$ cat config.mk
export PLATFORM = sky130hd
export DESIGN_NAME = pipelined_cla_addsub_flat
export DESIGN_NICKNAME = d
export VERILOG_FILES = /design/src/rtl/pipelined_cla_addsub_if.sv /design/src/rtl/pipelined_cla_addsub.sv /design/src/flat_wrapper.sv
export SDC_FILE = /design/constraint.sdc
export NUM_CORES = 1
export LEC_CHECK = 0
export CORE_MARGIN = 4
export CORE_UTILIZATION = 45
export DETAILED_ROUTE_END_ITERATION = 16
export GPL_TIMING_DRIVEN = 0
export PLACE_DENSITY_LB_ADDON = 0.3
export SYNTH_ARGS = -nofsm -noshare
export SYNTH_HDL_FRONTEND = slang
export SYNTH_SLANG_ARGS = --single-unit
$ cat constraint.sdc
create_clock -name clk -period 2.95 [get_ports clk]
set_input_delay 0.59 -clock clk [delete_from_list [all_inputs] [get_ports clk]]
set_output_delay 0.59 -clock clk [all_outputs]
set_load 0.02 [all_outputs]
$ cat src/rtl/pipelined_cla_addsub_if.sv
// Operand/result handshake bundle for pipelined_cla_addsub.
// The slave modport is the adder side; the master modport is the producer/consumer side.
interface pipelined_cla_addsub_if #(
  parameter int WIDTH = 16
);
  logic             in_valid;
  logic             in_ready;
  logic [WIDTH-1:0] a;
  logic [WIDTH-1:0] b;
  logic             cin;
  logic [1:0]       mode;
  logic             out_valid;
  logic             out_ready;
  logic [WIDTH-1:0] result;
  logic             cout;
  logic             ovfl;
  logic             zero;
  logic             neg;

  modport slave (
    input  in_valid, a, b, cin, mode, out_ready,
    output in_ready, out_valid, result, cout, ovfl, zero, neg
  );

  modport master (
    output in_valid, a, b, cin, mode, out_ready,
    input  in_ready, out_valid, result, cout, ovfl, zero, neg
  );
endinterface

$ cat src/rtl/pipelined_cla_addsub.sv
// Two-stage add/sub with optional saturation.
// Stage 1 adds the low half; stage 2 adds the high half from the registered carry.

// 4-bit carry-lookahead nibble with group propagate/generate.
module cla4 (
  input  logic [3:0] a_i,
  input  logic [3:0] b_i,
  input  logic       c_i,
  output logic [3:0] s_o,
  output logic       p_o,
  output logic       g_o
);
  logic [3:0] p, g, c;

  always_comb begin
    p    = a_i ^ b_i;
    g    = a_i & b_i;
    c[0] = c_i;
    c[1] = g[0] | (p[0] & c_i);
    c[2] = g[1] | (p[1] & g[0]) | (p[1] & p[0] & c_i);
    c[3] = g[2] | (p[2] & g[1]) | (p[2] & p[1] & g[0]) | (p[2] & p[1] & p[0] & c_i);
    s_o  = p ^ c;
    p_o  = &p;
    g_o  = g[3] | (p[3] & g[2]) | (p[3] & p[2] & g[1]) | (p[3] & p[2] & p[1] & g[0]);
  end
endmodule

// One half-width adder: nibble array plus a flat lookahead over the nibble groups.
module cla_half #(
  parameter int H = 8
) (
  input  logic [H-1:0] a_i,
  input  logic [H-1:0] b_i,
  input  logic         c_i,
  output logic [H-1:0] sum_o,
  output logic         cout_o
);
  localparam int N = H / 4;

  logic [N-1:0] gp, gg;
  logic [N:0]   nc;
  logic         prod;

  for (genvar k = 0; k < N; k++) begin : g_nib
    cla4 u_nib (
      .a_i (a_i[4*k +: 4]),
      .b_i (b_i[4*k +: 4]),
      .c_i (nc[k]),
      .s_o (sum_o[4*k +: 4]),
      .p_o (gp[k]),
      .g_o (gg[k])
    );
  end

  // Each nibble carry is a sum of products of group terms, so no carry ripples between nibbles.
  always_comb begin
    nc    = '0;
    prod  = 1'b0;
    nc[0] = c_i;
    for (int k = 1; k <= N; k++) begin
      for (int j = -1; j < k; j++) begin
        prod = (j < 0) ? c_i : gg[j];
        for (int m = j + 1; m < k; m++) prod = prod & gp[m];
        nc[k] = nc[k] | prod;
      end
    end
  end

  assign cout_o = nc[N];
endmodule

module pipelined_cla_addsub #(
  parameter int WIDTH = 16
) (
  input logic                   clk,
  input logic                   rst_n,
  pipelined_cla_addsub_if.slave bus
);
  localparam int H = WIDTH / 2;

  if ((WIDTH % 8) != 0 || WIDTH < 8) begin : g_bad_width
    $error("pipelined_cla_addsub: WIDTH must be a multiple of 8 and at least 8");
  end

  logic [2:1]       vld_pipe_q, vld_pipe_d;
  logic             s2_ready, in_ready;

  // Stage-1 state
  logic [H-1:0]     s1_lo_q, s1_a_hi_q, s1_b_hi_q;
  logic             s1_c_q, s1_sat_q;
  logic [WIDTH-1:0] b_c;
  logic             c0;
  logic [H-1:0]     lo_sum;
  logic             lo_c;

  // Stage-2 state
  logic [WIDTH-1:0] res_q, res_d, raw;
  logic             cout_q, cout_d, ovfl_q, ovfl_d, zero_q, zero_d, neg_q, neg_d;
  logic [H-1:0]     hi_sum;
  logic             hi_c, cmsb;

  assign s2_ready    = !vld_pipe_q[2] || bus.out_ready;
  assign in_ready    = !vld_pipe_q[1] || s2_ready;
  assign bus.in_ready = in_ready;

  always_comb begin
    vld_pipe_d[1] = in_ready ? bus.in_valid : vld_pipe_q[1];
    vld_pipe_d[2] = s2_ready ? vld_pipe_q[1] : vld_pipe_q[2];
  end

  // Sub modes invert b and force carry-in 1; saturating add forces 0.
  always_comb begin
    b_c = bus.mode[0] ? ~bus.b : bus.b;
    c0  = (bus.mode == 2'b00) ? bus.cin : bus.mode[0];
  end

  cla_half #(.H(H)) u_lo (
    .a_i    (bus.a[H-1:0]),
    .b_i    (b_c[H-1:0]),
    .c_i    (c0),
    .sum_o  (lo_sum),
    .cout_o (lo_c)
  );

  cla_half #(.H(H)) u_hi (
    .a_i    (s1_a_hi_q),
    .b_i    (s1_b_hi_q),
    .c_i    (s1_c_q),
    .sum_o  (hi_sum),
    .cout_o (hi_c)
  );

  // Carry into the MSB is recovered from the MSB sum bit and its operand bits.
  always_comb begin
    raw    = {hi_sum, s1_lo_q};
    cmsb   = hi_sum[H-1] ^ s1_a_hi_q[H-1] ^ s1_b_hi_q[H-1];
    cout_d = hi_c;
    ovfl_d = cmsb ^ hi_c;
    res_d  = raw;
    if (s1_sat_q && ovfl_d)
      res_d = s1_a_hi_q[H-1] ? {1'b1, {(WIDTH-1){1'b0}}} : {1'b0, {(WIDTH-1){1'b1}}};
    zero_d = (res_d == '0);
    neg_d  = res_d[WIDTH-1];
  end

  always_ff @(posedge clk) begin
    if (!rst_n) begin
      vld_pipe_q <= '0;
      s1_lo_q    <= '0;
      s1_a_hi_q  <= '0;
      s1_b_hi_q  <= '0;
      s1_c_q     <= 1'b0;
      s1_sat_q   <= 1'b0;
      res_q      <= '0;
      cout_q     <= 1'b0;
      ovfl_q     <= 1'b0;
      zero_q     <= 1'b0;
      neg_q      <= 1'b0;
    end else begin
      vld_pipe_q <= vld_pipe_d;
      if (in_ready && bus.in_valid) begin
        s1_lo_q   <= lo_sum;
        s1_c_q    <= lo_c;
        s1_a_hi_q <= bus.a[WIDTH-1:H];
        s1_b_hi_q <= b_c[WIDTH-1:H];
        s1_sat_q  <= bus.mode[1];
      end
      if (s2_ready && vld_pipe_q[1]) begin
        res_q  <= res_d;
        cout_q <= cout_d;
        ovfl_q <= ovfl_d;
        zero_q <= zero_d;
        neg_q  <= neg_d;
      end
    end
  end

  assign bus.out_valid = vld_pipe_q[2];
  assign bus.result    = res_q;
  assign bus.cout      = cout_q;
  assign bus.ovfl      = ovfl_q;
  assign bus.zero      = zero_q;
  assign bus.neg       = neg_q;
endmodule

$ cat src/flat_wrapper.sv
// flat-port wrapper written by rule: the top's interface ports become plain ports
module pipelined_cla_addsub_flat 
#(
  parameter int WIDTH = 16
)
  (clk, rst_n, bus_in_valid, bus_a, bus_b, bus_cin, bus_mode, bus_out_ready, bus_in_ready, bus_out_valid, bus_result, bus_cout, bus_ovfl, bus_zero, bus_neg);
  pipelined_cla_addsub_if #(.WIDTH(WIDTH)) bus_i ();
  input logic clk;
  input logic rst_n;
  input wire logic [$bits(bus_i.in_valid)-1:0] bus_in_valid;
  input wire logic [$bits(bus_i.a)-1:0] bus_a;
  input wire logic [$bits(bus_i.b)-1:0] bus_b;
  input wire logic [$bits(bus_i.cin)-1:0] bus_cin;
  input wire logic [$bits(bus_i.mode)-1:0] bus_mode;
  input wire logic [$bits(bus_i.out_ready)-1:0] bus_out_ready;
  output wire logic [$bits(bus_i.in_ready)-1:0] bus_in_ready;
  output wire logic [$bits(bus_i.out_valid)-1:0] bus_out_valid;
  output wire logic [$bits(bus_i.result)-1:0] bus_result;
  output wire logic [$bits(bus_i.cout)-1:0] bus_cout;
  output wire logic [$bits(bus_i.ovfl)-1:0] bus_ovfl;
  output wire logic [$bits(bus_i.zero)-1:0] bus_zero;
  output wire logic [$bits(bus_i.neg)-1:0] bus_neg;
  assign bus_i.in_valid = bus_in_valid;
  assign bus_i.a = bus_a;
  assign bus_i.b = bus_b;
  assign bus_i.cin = bus_cin;
  assign bus_i.mode = bus_mode;
  assign bus_i.out_ready = bus_out_ready;
  assign bus_in_ready = bus_i.in_ready;
  assign bus_out_valid = bus_i.out_valid;
  assign bus_result = bus_i.result;
  assign bus_cout = bus_i.cout;
  assign bus_ovfl = bus_i.ovfl;
  assign bus_zero = bus_i.zero;
  assign bus_neg = bus_i.neg;
  pipelined_cla_addsub #(.WIDTH(WIDTH)) u_core (.clk(clk), .rst_n(rst_n), .bus(bus_i));
endmodule
---- Yosys cells after proc, flatten, opt, wreduce, memory -nomap -nowiden ----
Cells that the tools add are included.
cells by class
  multiplexer cells ....................... 4
  bitwise operators ....................... 120
  reduce and logical (&&, ||, !) cells .... 13
operators with widths
  kind                 count
  bitwise AND 1 bit    62
  two-way mux 16 bit   3
  bitwise OR 1 bit     42
  XOR 4 bit            8
  bitwise AND 4 bit    4
  logical NOT 16 bit   1
  inverter 16 bit      1
  AND reduction 4 bit  4
  logical AND 1 bit    3
  XOR 1 bit            3
  logical NOT 1 bit    2
  logical NOT 2 bit    1
  logical OR 1 bit     2
  two-way mux 1 bit    1
storage, ports and cells
  register bits after elaboration ......... 48
  input bits .............................. 39
  output and inout bits ................... 22
  word-level logic and storage cells ...... 149

---- Logic depth before layout (Yosys ltp) ----
  depth after elaboration ................. 15
  mapped depth ............................ 12
  mapped depth without buffers ............ 12

---- Hierarchy ----
Synthesis repeated with hierarchy kept, for this count alone.
second synthesis, totals
  cells, all modules ...................... 315
  area total of the unflattened synthesis .. 2856.5 µm²
modules (own cells, without submodules)
  module                instances  cells an instance  area each (µm²)  seq. area each (µm²)
  pipelined_cla_addsub  1          223                2095.8           940.9
  cla4                  4          22                 182.7            0.0
  cla_half              2          2                  15.0             0.0

---- Worst setup path after synthesis ----
Ideal clock, no wire load.
  path kind ............................... input -> register
  from .................................... input bus_mode[0]
  to ...................................... register u_core.s1_lo_q[4]
  arrival time ............................ 3.087 ns
  required time ........................... 2.891 ns
  setup slack ............................. -0.195 ns
  stages .................................. 10
  cell sequence ........................... buf_2 -> buf_1 -> xor2_1 -> ha_1 -> o21a_1 -> o21a_1 -> o41ai_1 -> fa_1 -> nand2_1 -> o211a_1
between the ends
  longest elaborated chain between the ends .. 8
  elaborated cells on any way between the ends .. 18
  those cells by class .................... mux: 2; bitwise: 14; reduce/logical: 2
ends and longest elaborated chain
  item                                                                       RTL line                                                source
  from (decl)                                                                flat_wrapper.sv:14                                      input wire logic [$bits(bus_i.mode)-1:0] bus_mode;
  two-way mux 16 bit                                                         pipelined_cla_addsub.sv:113                             b_c = bus.mode[0] ? ~bus.b : bus.b;
  XOR 4 bit / bitwise AND 4 bit (equally long branches)                      pipelined_cla_addsub.sv:16, pipelined_cla_addsub.sv:17
  bitwise AND 1 bit                                                          pipelined_cla_addsub.sv:24                              g_o = g[3] | (p[3] & g[2]) | (p[3] & p[2] & g[1]) | (p[3] & p[2] & p[1] & g[0]);
  bitwise OR 1 bit / bitwise AND 1 bit (equally long branches) (2 in a row)  pipelined_cla_addsub.sv:24
  bitwise OR 1 bit                                                           pipelined_cla_addsub.sv:24
  bitwise OR 1 bit                                                           pipelined_cla_addsub.sv:64                              nc[k] = nc[k] | prod;
  XOR 4 bit (*)                                                              pipelined_cla_addsub.sv:22                              s_o = p ^ c;
  to (signal assigned)                                                       pipelined_cla_addsub.sv:162                             s1_lo_q <= lo_sum;
  to (decl)                                                                  pipelined_cla_addsub.sv:89                              logic [H-1:0] s1_lo_q, s1_a_hi_q, s1_b_hi_q;
Every way passes the cells marked *; elsewhere a longest branch is shown, timed or not.
A chain may end at the register's enable or synchronous reset.

---- Final worst setup path ----
  from .................................... register u_core.s1_b_hi_q[0]
  to ...................................... register u_core.zero_q, in the netlist u_core.bus.zero
between the ends
  longest elaborated chain between the ends .. 13
  elaborated cells on any way between the ends .. 37
  those cells by class .................... mux: 1; bitwise: 33; reduce/logical: 3
ends and longest elaborated chain
  item                                                             RTL line                                                source
  from (decl)                                                      pipelined_cla_addsub.sv:89
  from (signal assigned)                                           pipelined_cla_addsub.sv:165                             s1_b_hi_q <= b_c[WIDTH-1:H];
  XOR 4 bit / bitwise AND 4 bit (equally long branches)            pipelined_cla_addsub.sv:16, pipelined_cla_addsub.sv:17
  AND reduction 4 bit / bitwise AND 1 bit (equally long branches)  pipelined_cla_addsub.sv:23, pipelined_cla_addsub.sv:24
  bitwise AND 1 bit / bitwise OR 1 bit (equally long branches)     pipelined_cla_addsub.sv:63, pipelined_cla_addsub.sv:24
  bitwise OR 1 bit                                                 pipelined_cla_addsub.sv:64
  bitwise AND 1 bit                                                pipelined_cla_addsub.sv:21                              c[3] = g[2] | (p[2] & g[1]) | (p[2] & p[1] & g[0]) | (p[2] & p[1] & p[0] & c_i);
  bitwise OR 1 bit                                                 pipelined_cla_addsub.sv:21
  XOR 4 bit                                                        pipelined_cla_addsub.sv:22
  XOR 1 bit (2 in a row)                                           pipelined_cla_addsub.sv:136                             cmsb = hi_sum[H-1] ^ s1_a_hi_q[H-1] ^ s1_b_hi_q[H-1];
  XOR 1 bit                                                        pipelined_cla_addsub.sv:138                             ovfl_d = cmsb ^ hi_c;
  logical AND 1 bit                                                pipelined_cla_addsub.sv:140                             if (s1_sat_q && ovfl_d)
  two-way mux 16 bit (*)                                           pipelined_cla_addsub.sv:140
  logical NOT 16 bit (*)                                           pipelined_cla_addsub.sv:142                             zero_d = (res_d == '0);
  to (signal assigned)                                             pipelined_cla_addsub.sv:172                             zero_q <= zero_d;
  to (decl)                                                        pipelined_cla_addsub.sv:98                              logic cout_q, cout_d, ovfl_q, ovfl_d, zero_q, zero_d, neg_q, neg_d;
Marks and branches as above.

==> impl_results.md <==
- Dpl ws: -268 ps
- Ports: 61
- Final Skew: 3.17 ps
- Fin crit period: 2800 ps
- Routed Wire Length: 7330 um
- Clk slew on worst S/H paths: 90 ps
- Netlist cell types: 54
- Final setup TNS: 0 ps
- Pin count of the biggest net entering global routing: 16
- Max cap viols: 0
- Sw Ratio: 32.0%
- Num CTS Buffers: 5
- Setup WS post-layout: 146 ps
- GRT Total Usage: 19.5%
- Syn Std Cell Area: 2880 um2
- Clk_lat worst skew: 310 ps
- P per Cell Area: 444 nW/um2
- Final routed DRC violation total: 0
- Synthesized netlist cell count: 336
- Crit path DAT: 3050 ps
- Leading area contributor after synthesis: dfxtp_1
- DR pass1 iterations: 4
- Placed Instances: 469
- Crit-path cells: ha_4 > a211oi_2 > nor2_2 > o21ai_2 > nand2b_1 > fa_1 > nor3_2 > nand2_1 > nor4_2 > nand3_1 > or4_1 > a21boi_1
- Outcome: finished clean
- Fmax: 357 MHz
- Worst vdd ir: 0.230 mV
- Hold crit path type: flop to flop
- HPWL after DPL: 5560 um
- Clk buf depth: 2
- Post-Syn Nets: 395
- Die width: 88.0 um
- Fin Hold WS: 459 ps
- Combinational power share: 30.6%
- Pleak: 1.51 nW
- Count leader, synth: nand2_1
- Nets: 464
- Register bit total from synthesis: 47
- Max-slew headroom: 62.4%
- Height of the die: 88.0 um
- GRT overflow: 0
- CTS root buffer: clkbuf_8
- Top Family by Delay on Critical Path: simple AND/OR/NAND/NOR gates
- Yosys warning count: 0
- Top post-synthesis cells by count: nand2_1 (48), dfxtp_1 (47), nand3_1 (30)
- Layout area overhead: 30.0%
- Commonest register cell after synthesis: dfxtp_1
- Layout cells sized above 1: 9.36%
- Max incr delay on CP: 480 ps
- Initial core utilization: 47.5%
- Die ar.: 7740 um2
- Diodes inserted: 0
- Sequential Power Share: 43.8%
- Via density: 5.57
- Power Internal: 0.00113 W
- Slew Viols, Final: 0
- WP buf/inv: 0
- CP endpoint kind: flop
- H-Tree Depth: 2
- Layout Cells excl Fill: 481
- Number of global-route vias before repair: 2,647
- DRT antenna net count: 0
- Slowest CP cell: fa_1
- Crit Path Category: flop to flop
- Initial antenna violation count: 0
- Port Buffers: 58
- CTS tree: built
- Crit Path Max Fanout: 3
- Synth area leaders: dfxtp_1 (33%), ha_1 (7.0%), nand2_1 (6.3%), nand3_1 (5.2%), xnor2_1 (4.9%)
- Clock Power Share: 25.6%
- Core area: 6060 um2
- Placed cell areas: 3560 um2
- Mapped Avg Cell Area: 8.57 um2
- Final hold violations: 0
- GPL Wtd Cong: 0.881
- Fin area: 3740 um2
- Required time worst endpoint: 3200 ps
- CTS sink cnt: 47
- Vias: 2,678
- Async S/R FF share, synth: 0%
- First-pass GRT wire length: 11,900 um
- Area share of the largest cell type after synthesis: 32.7%
- EDFF count, synth: 0
- Drt wl/cell: 15.2 um
- Row count: 28
- Slew @ Worst Pin: 564 ps
- Psw: 0.000532 W
- Startpoint types: flop
- First DRT Iteration DRCs: 144
- Seq/Total Area, Yosys: 32.7%
- Setup violators final: 0
- Final period utilization: 95.0%
-- routing by layer --
| metal | vias up | part of all wire (%) | GRT usage (%) | wire (um) |
|---|---|---|---|---|
| met5 | - | 0 | 0 | 0 |
| met4 | 0 | 2.9 | 8.65 | 209 |
| met3 | 20 | 7.0 | 4.42 | 513 |
| met2 | 93 | 46 | 32.3 | 3400 |
| met1 | 1224 | 44 | 24.0 | 3210 |
| li1 | 1341 | - | - | - |
-- layout by cell type (no fill, tap or decap), types with 3 or more instances in the layout --
master           Yosys  routed
mux2_2               3       3
nor2_1               9       8
clkbuf_8             0       6
nor3b_1              3       3
dfxtp_1             47      44
nand4b_1             3       3
inv_1               10      10
nand2b_1             3       3
nand2_1             48      48
buf_4                1       5
o211ai_1             7       7
xnor2_1             16      16
xor2_1              11      11
mux2i_1              4       4
nor3_1               6       5
nor2b_1              6       6
a21oi_1             10      10
a21boi_0            13      12
ha_1                16      15
clkbuf_1            16      16
o211a_1             11      11
o21ai_0             16      14
buf_6                3       3
fa_1                 4       4
nand3_1             30      30
dfxtp_2              0       3
o21a_1               3       3
clkdlybuf4s50_1      0      58
a211oi_1             3       3
-- path summary, 6_finish.rpt --
path / start / end / slack (ps) / cells after the start
setup / recovery: u_core.s1_b_hi_q[0]$_SDFFE_PN0P_ / u_core.bus.zero$_SDFFE_PN0P_ / 150 / 12
hold / removal: u_core.bus.zero$_SDFFE_PN0P_ / u_core.bus.zero$_SDFFE_PN0P_ / 460 / 2
setup reg to reg: u_core.s1_b_hi_q[0]$_SDFFE_PN0P_ / u_core.bus.zero$_SDFFE_PN0P_ / 150 / 12
hold reg to reg: u_core.bus.zero$_SDFFE_PN0P_ / u_core.bus.zero$_SDFFE_PN0P_ / 460 / 2
-- area by class of cell --
cell class | instances | area, um2
repair buffers | 62 | 611
plain buffers | 23 | 119
multi-input cells | 256 | 1840
inverters | 10 | 37.5
well taps | 75 | 93.8
clock buffers | 6 | 82.6
flip-flops and latches | 47 | 945
fillers | 504 | 2320
clock inverters | 2 | 16.3
-- flip-flops by register name, indices dropped and copies added (netlist names) --
name	flops
u_core.s1_a_hi_q	8
u_core.s1_c_q	1
u_core.s1_lo_q	8
u_core.s1_sat_q	1
u_core.bus.result	15
u_core.bus.neg	1
u_core.s1_b_hi_q	8
u_core.vld_pipe_q	2
u_core.bus.cout	1
u_core.bus.zero	1
u_core.bus.ovfl	1
-- power by group through the flow --
stage	clock, W	sequential [W]	combinational (W)
2_1_floorplan	0	0.000750	0.000299
3_3_place_gp	0	0.000736	0.000470
3_5_place_dp	0	0.000738	0.000482
4_1_cts	0.000433	0.000723	0.000487
5_1_grt	0.000462	0.000732	0.000561
6_report	0.000425	0.000727	0.000508
-- worst min-delay path: cells and delay by family (launching register included) --
kind,cells,cell delay [ps]
AO/OA/AOI/OAI,1,50
flip-flops,1,320
AND/OR/NAND/NOR,1,50
-- stage by stage --
stage / utilization [%] / power, W
after global placement: 58.8 / 0.00121
final: 61.7 / 0.00166
after detailed placement: 58.8 / 0.00122
after CTS: 60.6 / 0.00164
after floorplan: - / 0.00105
after global routing: 61.7 / 0.00176
-- cells by family (layout without fill, tap and decap cells) --
group | Yosys count | in the layout | share of synthesized area [%]
compound gates | 78 | 78 | 19.8
simple gates | 124 | 124 | 21.7
mux | 7 | 7 | 2.56
xor+xnor | 27 | 27 | 8.21
fa+ha+maj | 20 | 20 | 9.73
flops | 47 | 47 | 32.7
buf+inv | 33 | 103 | 5.30
-- what timing repair did --
item / 4_1_cts / 5_1_grt
resized for setup: 3 / 11
endpoints found under the setup margin: 1 / 7
endpoints found under the hold margin: 0 / 0
hold buffers: 0 / 0
setup buffers: 1 / 3
pin swaps: 1 / 7
Note: power is estimated with default switching activity, not from simulation.
